**config.mk**
```make
export PLATFORM = sky130hd
export DESIGN_NAME = asansor_cagri_panel
export DESIGN_NICKNAME = d
export VERILOG_FILES = /design/src/rtl/asansor_cagri_panel.sv
export SDC_FILE = /design/constraint.sdc
export NUM_CORES = 1
export LEC_CHECK = 0
export CAP_MARGIN = 20
export CORE_ASPECT_RATIO = 0.8
export CORE_MARGIN = 3
export CORE_UTILIZATION = 53
export DETAILED_ROUTE_END_ITERATION = 10
export PLACE_DENSITY = 0.73
export SYNTH_ARGS = -nofsm -noshare
export SYNTH_HDL_FRONTEND = slang
export SYNTH_SLANG_ARGS = --single-unit
export TNS_END_PERCENT = 5
```
**constraint.sdc**
```tcl
create_clock -name i_clk -period 2.1 [get_ports i_clk]
set_input_delay 0.315 -clock i_clk [delete_from_list [all_inputs] [get_ports i_clk]]
set_output_delay 0.315 -clock i_clk [all_outputs]
set_load 0.02 [all_outputs]
```
**src/rtl/asansor_cagri_panel.sv**
```systemverilog
// Elevator hall-call panel for three floors.
// Raw call buttons are synchronized and debounced. Each accepted press
// latches a pending lamp bit. A two-state FSM presents the nearest pending
// floor as a target, holds it until the car acknowledges arrival, and then
// clears that floor's lamp.
//
// state | meaning
// ------+-----------------------------------------------------------------
// IDLE  | no live request; picks the nearest pending floor when one exists
// SERVE | o_floor is a live target; waits for i_ack
module asansor_cagri_panel #(
  parameter int DEB_CYCLES = 4
) (
  input  logic       i_clk,
  input  logic       i_rst,
  input  logic [2:0] i_call,
  input  logic       i_ack,
  output logic [1:0] o_floor,
  output logic       o_valid,
  output logic [2:0] o_pending,
  output logic [1:0] o_cur
);

  localparam logic [1:0] IDLE  = 2'b00;
  localparam logic [1:0] SERVE = 2'b01;

  // Terminal count: the level flips on the DEB_CYCLES-th consecutive
  // disagreeing sample.
  localparam logic [7:0] DEB_LAST = 8'(DEB_CYCLES - 1);

  logic [2:0] sync_q1;
  logic [2:0] sync_q2;
  logic [7:0] deb_cnt [3];
  logic [2:0] deb_lvl;
  logic [2:0] rise;
  logic [1:0] state;
  logic       hold;
  logic [1:0] sel_floor;
  logic [2:0] clr_mask;

  // Two-flop synchronizer on the raw buttons.
  always_ff @(posedge i_clk or posedge i_rst) begin
    if (i_rst) begin
      sync_q1 <= 3'b000;
      sync_q2 <= 3'b000;
    end else begin
      sync_q1 <= i_call;
      sync_q2 <= sync_q1;
    end
  end

  // Per-button debounce: count consecutive disagreements, restart on agreement.
  always_ff @(posedge i_clk or posedge i_rst) begin
    if (i_rst) begin
      deb_lvl <= 3'b000;
      for (int i = 0; i < 3; i++) deb_cnt[i] <= 8'd0;
    end else begin
      for (int i = 0; i < 3; i++) begin
        if (sync_q2[i] != deb_lvl[i]) begin
          if (deb_cnt[i] == DEB_LAST) begin
            deb_lvl[i] <= sync_q2[i];
            deb_cnt[i] <= 8'd0;
          end else begin
            deb_cnt[i] <= deb_cnt[i] + 8'd1;
          end
        end else begin
          deb_cnt[i] <= 8'd0;
        end
      end
    end
  end

  // A press is accepted on the edge where the debounced level goes 0->1.
  always_comb begin
    rise = 3'b000;
    for (int i = 0; i < 3; i++) begin
      rise[i] = sync_q2[i] & ~deb_lvl[i] & (deb_cnt[i] == DEB_LAST);
    end
  end

  // Nearest pending floor to o_cur; a tie between 0 and 2 goes to floor 0.
  always_comb begin
    sel_floor = 2'd0;
    case (o_cur)
      2'd1: begin
        if (o_pending[1])      sel_floor = 2'd1;
        else if (o_pending[0]) sel_floor = 2'd0;
        else                   sel_floor = 2'd2;
      end
      2'd2: begin
        if (o_pending[2])      sel_floor = 2'd2;
        else if (o_pending[1]) sel_floor = 2'd1;
        else                   sel_floor = 2'd0;
      end
      default: begin
        if (o_pending[0])      sel_floor = 2'd0;
        else if (o_pending[1]) sel_floor = 2'd1;
        else                   sel_floor = 2'd2;
      end
    endcase
  end

  // Lamp of the served floor is cleared on the ack edge; this beats a press
  // on that floor landing on the same edge.
  always_comb begin
    clr_mask = 3'b000;
    if (state == SERVE && i_ack) clr_mask = 3'b001 << o_floor;
  end

  // Request FSM, lamp register and served-floor tracking. After an ack the
  // FSM sits in IDLE one extra cycle (hold) before presenting the next target.
  always_ff @(posedge i_clk or posedge i_rst) begin
    if (i_rst) begin
      state     <= IDLE;
      hold      <= 1'b0;
      o_floor   <= 2'd0;
      o_valid   <= 1'b0;
      o_cur     <= 2'd0;
      o_pending <= 3'b000;
    end else begin
      o_pending <= (o_pending | rise) & ~clr_mask;
      case (state)
        IDLE: begin
          if (hold) begin
            hold <= 1'b0;
          end else if (o_pending != 3'b000) begin
            o_floor <= sel_floor;
            o_valid <= 1'b1;
            state   <= SERVE;
          end
        end
        SERVE: begin
          if (i_ack) begin
            o_cur   <= o_floor;
            o_valid <= 1'b0;
            hold    <= 1'b1;
            state   <= IDLE;
          end
        end
        default: begin
          state   <= IDLE;
          o_valid <= 1'b0;
          hold    <= 1'b0;
        end
      endcase
    end
  end

endmodule

```
==> results of run 1 <==
[final cells by class]
| cell class | count | area share, % |
|---|---|---|
| inverters | 12 | 2.020 |
| well taps | 40 | 2.245 |
| clock inverters | 3 | 3.086 |
| flip-flops and latches | 42 | 47.14 |
| multi-input cells | 118 | 36.25 |
| clock buffers | 5 | 3.086 |
| repair buffers | 14 | 6.173 |
[cells by family (layout without fill, tap and decap cells)]
group,after synthesis,in the layout
muxes,6,6
DFF,42,42
adders and majority gates,11,11
buffers and inverters,15,34
xor gates and xnor gates,9,9
AOI/OAI and AO/OA,27,27
and+or+nand+nor,65,65
[state kept, by name, indices dropped and copies added, names as in the netlist]
signal and count:
sync_q1 3, o_pending 3, deb_cnt 24, o_floor 2, deb_lvl 3, hold 1, sync_q2 3, o_valid 1
o_cur 2
[synth_stat cells, drive strengths merged]
cell,n
nor2,12
o32a,3
nand3,10
nor3,10
and3,1
nor4,3
nand2b,3
nor2b,1
a41o,1
clkbuf,3
o21ai,10
xnor2,3
inv,12
or2b,1
or4,3
a311oi,1
dfrtp,42
a21oi,8
a221oi,2
nand4,3
nand2,6
o21a,2
nor3b,2
or3,10
ha,11
mux2,5
mux2i,1
xor2,6
[how the worst min path moves through the flow]
stage	endpoint	slack (ns)	cells past startpoint
after floorplan	sync_q2[0]$_DFF_PP0_	0.33	0
after global placement	sync_q2[0]$_DFF_PP0_	0.34	0
after detailed placement	sync_q2[2]$_DFF_PP0_	0.34	0
after CTS	sync_q2[2]$_DFF_PP0_	0.36	0
after global routing	sync_q2[2]$_DFF_PP0_	0.37	0
final	sync_q2[2]$_DFF_PP0_	0.36	0
[per-stage QoR]
step                power [W]  util [%]
floorplan            0.001591         -
global placement     0.001796     64.06
detailed placement   0.001838     64.06
CTS                  0.002603     68.28
global route         0.002743     68.28
finish               0.002591     68.28
[per-layer routing]
layer	vias to the layer above	track usage [%]	part of all wire, %
li1	660	-	-
met1	687	22.98	45
met2	50	30.57	47
met3	12	5.210	5.4
met4	0	11.05	2.9
met5	-	0	0
[power groups by stage]
stage	clock [W]	sequential (W)	combinational [W]
after global routing	0.000814	0.00116	0.000774
after CTS	0.000771	0.00113	0.000704
final	0.000762	0.00113	0.000699
after detailed placement	0	0.00114	0.000694
after global placement	0	0.00113	0.000667
after floorplan	0	0.00115	0.000437
==> results.md, run 1 <==
- R2r endpoint: deb_cnt[2]$_DFF_PP0_
- Hold Path Origin: sync_q1[2]$_DFF_PP0_
- Sequential Power Share: 43.6%
- Gate power share: 27.0%
- Most frequent CP cell: nor3_1
- First-pass DRT Iterations: 5
- First-pass GRT wire length: 6.023 mm
- Critical path fanouts, max: 5
- Max-slew violation count: 0
- Area contributors post-synth: dfrtp_1, ha_1, or3_1
- Crit. End Element: register
- Crit path time final: 1.765 ns
- # rows: 18
- Commonest cells after routing, fill and taps aside: dfrtp_1, clkdlybuf4s50_1, inv_1, nor2_1, ha_1
- Die area: 0.004376 mm2
- Pre-CTS WS: 0.3608 ns
- Setup_tns: 0 ns
- Synth Area in Compound Gates: 9.275%
- Final Instance Area: 0.002230 mm2
- Post-Synth XOR/XNOR Area: 4.115%
- CTS Buffer Depth: 2
- Post-synthesis area per instance: 10.95 um2
- I/O Buffers: 13
- CTS tree: built
- Vias: 1,409
- Skew final: 0.009291 ns
- Normalized max-slew margin: 60.79%
- Die height: 59.77 um
- Worst skew pair latency: 0.31 ns
- Commonest non-fill, non-tap cell in the layout: dfrtp_1
- Iter 0 DRT Violations: 102
- Worst vdd ir: 0.0007566 V
- Hold WC Path Type: register to register
- Global Route Usage Sum: 18.98%
- Synth Area in Simple Gates: 18.16%
- TritonCTS buffer count: 5
- Worst hold slack: 0.3578 ns
- Max-cap violations: 0
- Setup slack, reg-to-reg: 0.33 ns
- Critical path depth in cells: 3
- Maximum clock frequency: 0.5665 GHz
- Endpoints failing setup: 0
- P_sw: 0.0008311 W
- Gr ovfl total: 0
- CP top delay family: simple AND/OR/NAND/NOR gates
- Top cell type by total area after synthesis: dfrtp_1
- Int Pwr: 0.001760 W
- Hold Vio Cnt, Final: 0
- Detail Route Antenna Nets: 0
- Core area: 0.003266 mm2
- Area delta synth->final: 16.39%
- Final WS setup: 0.3347 ns
- Reg-to-Reg Start: deb_cnt[5]$_DFF_PP0_
- Mapped cell area: 0.001916 mm2
- Syn nets: 192
- Final Wtd Congestion: 0.8091
- Slowest stage cell on the critical path: or4_1
- Net Sw Frac: 32.07%
- Worst Path Class, Setup: register to register
- Finished Layout Cells: 234
- Crit start category: register
- Drt total wl: 3.718 mm
- Cells after Synth: 175
- Ports: 14
- Clock sink total: 42
- Average wire per standard cell: 15.89 um
- Post-synthesis mux area share: 3.462%
- Placed cell area: 0.002092 mm2
- Reg clk slew, reported paths: 0.08 ns
- CP Launch Point: deb_cnt[5]$_DFF_PP0_
- Initial antenna violation count: 0
- Multi-input combinational cell area: 808.3 um2
- RSZ-0062 raised after global routing: false
- Initial core utilization: 58.66%
- Cell Pwr Density: 1162 mW/mm2
- R2r worst-path depth: 3
- Die Wd: 73.22 um
- Sum of buffers and inverters on the critical path: 0
- Synth top area share: 54.87%
- Via density per instance: 6.021
- Share of cells above drive strength 1: 8.247%
- CTS H-Tree Depth: 2
- # DRC: 0
- Post-CTS Repair Setup Buffers: 0
- Clock power frac: 29.4%
- Static leakage: 0.9972 nW
- Fill cells: 249
- CP max stage delay: 0.56 ns
- Total area of sequential cells: 0.001051 mm2
- Yosys cell types: 30
- Register area share after synthesis: 54.87%
- Largest net degree at the start of global routing: 43
- Vias in the first global route: 1,355
- Final period util: 84.06%
- CP Data Required Time: 2.27 ns
- Critical Path Sink: deb_cnt[2]$_DFF_PP0_
- Main combinational cell family by area after synthesis: simple AND/OR/NAND/NOR gates
- Post-Synth Adder-Cell Area: 7.185%
- Post-Place Cells: 226
- Post-CTS Hold Fix Bufs: 0
- Number of synthesized register bits: 42
- Least-Margin Pin Slew: 0.5837 ns
- DP HPWL: 2.613 mm
- Worst EP arrival: 1.93 ns
- CTS Root Cell: clkbuf_8
- Status: finished, final reports clean
- Post-CTS sizing: 0
- Warnings, synthesis: 0
- Nets@finish: 210
- Cells along the critical path: or4_1 > nor3_1 > nor3_1
- ANT cells: 0
(Power assumes the default switching activity.)
==> run 2: changes to the inputs <==
Settings changed: CORE_UTILIZATION 53 to 51, PLACE_DENSITY 0.73 to 0.74.
Clock period 2.1 ns to 1.5 ns, I/O delays scaled along.
==> results.md, run 2 (synthesized netlist as in run 1, its figures left out) <==
- Status: finished, violations left
- Failing checks: negative setup slack
- Crit. End Element: register
- Global Route Usage Sum: 17.84%
- Final period util: 106.9%
- Clock sink total: 42
- Placed cell area: 0.002278 mm2
- Crit path time final: 1.604 ns
- Post-Place Cells: 250
- CP max stage delay: 0.58 ns
- Die Wd: 74.52 um
- # DRC: 0
- Area delta synth->final: 26.19%
- Max-cap violations: 0
- Average wire per standard cell: 14.16 um
- DP HPWL: 2.733 mm
- Max reg flops: 24
- Ports: 14
- Final WS setup: -0.1037 ns
- Largest net degree at the start of global routing: 43
- Final Instance Area: 0.002417 mm2
- Share of cells above drive strength 1: 20.47%
- Gr ovfl total: 0
- TritonCTS buffer count: 5
- Finished Layout Cells: 257
- Post-CTS Hold Fix Bufs: 0
- Hold Vio Cnt, Final: 0
- Skew final: 0.008326 ns
- Max-slew violation count: 0
- Least-Margin Pin Slew: 0.3345 ns
- Detail Route Antenna Nets: 0
- Normalized max-slew margin: 77.53%
- Die height: 60.82 um
- Cells along the critical path: or4_1 > nor4_2 > mux2_2
- Maximum clock frequency: 0.6235 GHz
- Worst EP arrival: 1.79 ns
- CTS Buffer Depth: 2
- CTS H-Tree Depth: 2
- Commonest cells after routing, fill and taps aside: dfrtp_1, buf_4, inv_1, nor2_1, ha_1
- Cell Pwr Density: 1508 mW/mm2
- Iter 0 DRT Violations: 86
- Nets@finish: 232
- Endpoints failing setup: 5
- Final design utilization: 68.71%
- Worst vdd ir: 0.001230 V
- Crit start category: register
- Vias: 1,443
- Core area: 0.003518 mm2
- Hold WC Path Type: primary input to asynchronous set/reset pin
- First-pass GRT wire length: 6.141 mm
- ANT cells: 0
- Register with the most flip-flops: deb_cnt
- CTS Root Cell: clkbuf_8
- Via density per instance: 5.615
- Worst Path Class, Setup: register to register
- Pre-CTS WS: -0.1248 ns
- Reg clk slew, reported paths: 0.08 ns
- CTS tree: built
- Post-CTS sizing: 8
- Fill cells: 268
- Vias in the first global route: 1,438
- RSZ-0062 raised after global routing: true
- Final Wtd Congestion: 0.8352
- Static leakage: 1.155 nW
- Drt total wl: 3.640 mm
- Initial antenna violation count: 0
- CP Data Required Time: 1.68 ns
- Post-CTS Repair Setup Buffers: 0
- I/O Buffers: 13
- Slowest stage cell on the critical path: or4_1
- Commonest non-fill, non-tap cell in the layout: dfrtp_1
- Worst skew pair latency: 0.29 ns
- Die area: 0.004532 mm2
- # rows: 19
- Critical path fanouts, max: 2
- First-pass DRT Iterations: 4
- Initial core utilization: 54.45%
- Worst hold slack: 0.2938 ns
## run 2: cell types whose count changed in the layout (fill, tap and decap cells not counted), sizes merged
cell,delta
clkbuf,+1
clkinv,-1
bufinv,-1
clkdlybuf4s50,-7
dlymetal6s2s,+1
buf,+22
dlygate4sd2,+6
## run 2: final timing paths
path / slack [ns] / startpoint / to / cells past startpoint
min in group i_clk: 0.36 / sync_q1[0]$_DFF_PP0_ / sync_q2[0]$_DFF_PP0_ / 0
min reg2reg: 0.36 / sync_q1[0]$_DFF_PP0_ / sync_q2[0]$_DFF_PP0_ / 0
max in group asynchronous: 1.01 / i_rst / deb_cnt[10]$_DFF_PP0_ / 3
min: 0.29 / i_rst / deb_cnt[17]$_DFF_PP0_ / 3
max reg2reg: -0.10 / deb_cnt[5]$_DFF_PP0_ / deb_lvl[2]$_DFFE_PP0P_ / 3
max: -0.10 / deb_cnt[5]$_DFF_PP0_ / deb_lvl[2]$_DFFE_PP0P_ / 3
## run 2: where the power goes
group / total, W / switching [W] / internal, W
registers: 0.00149 / 0.000156 / 0.00134
logic: 0.00125 / 0.000660 / 0.000593
clock network: 0.000897 / 0.000365 / 0.000533
## run 2: stage by stage
| step | total power (W) | TNS (ns) |
|---|---|---|
| after global placement | 0.002703 | -0.2254 |
| after detailed placement | 0.002769 | -0.3984 |
| after global routing | 0.003890 | -0.8288 |
| final | 0.003644 | -0.3675 |
| after CTS | 0.003650 | -0.5225 |
| after floorplan | 0.002235 | -0.2691 |
## run 2: layer usage
layer | share of wire [%] | up-vias | global-route usage [%]
met5 | 0 | - | 0
met4 | 1.8 | 0 | 6.345
met3 | 5.4 | 6 | 4.470
met2 | 46 | 49 | 29.16
met1 | 47 | 686 | 23.31
li1 | - | 702 | -
## run 2: cell type report
type	count	area, um2	area share (%)
flip-flops and latches	42	1051	43.48
multi-input cells	118	845.8	34.99
repair buffers	36	310.3	12.84
clock buffers	6	82.58	3.416
well taps	42	52.55	2.174
inverters	12	45.04	1.863
clock inverters	1	30.03	1.242
## run 2: critical path: cells and delay by family, from the launching register on
kind	cells	cell delay, ns
simple gates	2	0.76
mux	1	0.35
flops	1	0.38
==> run 3: changes to the inputs <==
Settings changed: CORE_UTILIZATION 51 to 53, CTS_BUF_LIST from default to sky130_fd_sc_hd__clkbuf_4, HOLD_SLACK_MARGIN from default to 0.1, PLACE_DENSITY 0.74 to 0.76.
==> results.md, run 3 (synthesized netlist as in run 1, its figures left out) <==
- Least-Margin Pin Slew: 0.3337 ns
- Area delta synth->final: 26.19%
- DP HPWL: 2.782 mm
- Commonest cells after routing, fill and taps aside: dfrtp_1, buf_4, inv_1, nor2_1, ha_1
- Final WS setup: -0.1111 ns
- CTS tree: built
- CP Data Required Time: 1.77 ns
- Average wire per standard cell: 15.21 um
- Normalized max-slew margin: 77.58%
- Fill cells: 241
- CP max stage delay: 0.57 ns
- Iter 0 DRT Violations: 121
- R2r endpoint: o_pending[1]$_DFF_PP0_
- Static leakage: 1.136 nW
- Die height: 59.77 um
- TritonCTS buffer count: 5
- Cell Pwr Density: 1473 mW/mm2
- Die Wd: 73.22 um
- Crit. End Element: register
- Ports: 14
- Gr ovfl total: 0
- # DRC: 0
- Vias: 1,474
- Post-Place Cells: 248
- CTS Buffer Depth: 2
- Clock sink total: 42
- Reg-to-Reg Start: deb_cnt[12]$_DFF_PP0_
- Initial core utilization: 58.66%
- I/O Buffers: 13
- Final Power: 0.003560 W
- Setup slack, reg-to-reg: -0.11 ns
- Skew final: 0.01624 ns
- Drt total wl: 3.895 mm
- Crit path time final: 1.611 ns
- RSZ-0062 raised after global routing: true
- Max-slew violation count: 0
- Worst Path Class, Setup: register to register
- Share of cells above drive strength 1: 21.30%
- Via density per instance: 5.758
- Largest net degree at the start of global routing: 43
- Maximum clock frequency: 0.6207 GHz
- Vias in the first global route: 1,470
- Crit start category: register
- Post-CTS Repair Setup Buffers: 0
- Failing checks: negative setup slack
- First-pass DRT Iterations: 4
- First-pass GRT wire length: 6.451 mm
- Finished Layout Cells: 256
- Global Route Usage Sum: 19.67%
- Nets@finish: 232
- # rows: 18
- Max-cap violations: 0
- Critical path fanouts, max: 3
- Status: finished, violations left
- Worst EP arrival: 1.88 ns
- Commonest non-fill, non-tap cell in the layout: dfrtp_1
- Initial antenna violation count: 0
- Hold WC Path Type: primary input to asynchronous set/reset pin
- CTS H-Tree Depth: 2
- Final period util: 107.4%
- Die area: 0.004376 mm2
- Endpoints failing setup: 5
- Reg clk slew, reported paths: 0.12 ns
- ANT cells: 0
- R2r worst-path depth: 3
- Slowest stage cell on the critical path: or4_4
- Hold Vio Cnt, Final: 0
- Core area: 0.003266 mm2
- Max reg flops: 24
- Register with the most flip-flops: deb_cnt
- Final Wtd Congestion: 0.8652
- Worst vdd ir: 0.0007781 V
- Worst skew pair latency: 0.35 ns
- Cells along the critical path: or4_4 > or3_4 > a221oi_2
- Detail Route Antenna Nets: 0
- CTS Root Cell: clkbuf_4
-- run 3: what timing repair did --
item                       CTS  global route
resized for setup           16             4
setup endpoints to repair   12            13
hold buffers                 0             0
pin swaps                    2             1
-- run 3: layer usage --
metal  wire, um  GRT usage [%]
met5          0              0
met4         77          9.474
met3        221          5.378
met2       1850          31.97
met1       1745          24.35
-- run 3: metrics by stage --
step | cell area [um2] | hold slack, ns | setup slack [ns] | TNS, ns | util [%]
CTS | 2394 | 0.2286 | -0.1095 | -0.3199 | 73.30
detailed placement | 2276 | 0.3411 | -0.1484 | -0.4553 | 69.69
global route | 2417 | 0.2276 | -0.1601 | -0.6284 | 74.02
floorplan | 1922 | 0.2564 | -0.07896 | -0.2691 | -
finish | 2417 | 0.2265 | -0.1111 | -0.3214 | 74.02
global placement | 2276 | 0.3380 | -0.07309 | -0.2160 | 69.69
-- run 3: final cells by class --
cell class                 count  area [um2]  area share, %
sequential                    42        1051          43.48
multi-input combinational    118       883.3          36.54
timing repair buffer          36       305.3          12.63
clock buffer                   7       52.55          2.174
tap                           40       50.05          2.070
inverter                      12       45.04          1.863
clock inverter                 1       30.03          1.242
-- run 3: worst max path at each step --
stage | endpoint | from | cells after the start | slack, ns
finish | o_pending[1]$_DFF_PP0_ | deb_cnt[12]$_DFF_PP0_ | 3 | -0.11
CTS | deb_lvl[1]$_DFFE_PP0P_ | deb_cnt[12]$_DFF_PP0_ | 3 | -0.11
global route | o_pending[1]$_DFF_PP0_ | deb_cnt[12]$_DFF_PP0_ | 3 | -0.16
floorplan | deb_lvl[2]$_DFFE_PP0P_ | deb_cnt[4]$_DFF_PP0_ | 3 | -0.08
detailed placement | deb_lvl[2]$_DFFE_PP0P_ | deb_cnt[5]$_DFF_PP0_ | 3 | -0.15
global placement | deb_lvl[0]$_DFFE_PP0P_ | deb_cnt[22]$_DFF_PP0_ | 3 | -0.07
-- run 3: power by group --
| group | internal [W] | leakage, nW | switching, W |
|---|---|---|---|
| Clock | 0.000390 | 0.0463 | 0.000350 |
| Combinational | 0.000623 | 0.534 | 0.000700 |
| Sequential | 0.00134 | 0.555 | 0.000159 |
-- run 3: worst max-delay path, delay by kind of cell, from the launching register on --
| family | cells | cell delay, ns |
|---|---|---|
| AO/OA/AOI/OAI | 1 | 0.23 |
| AND/OR/NAND/NOR | 2 | 0.92 |
| flip-flops | 1 | 0.39 |
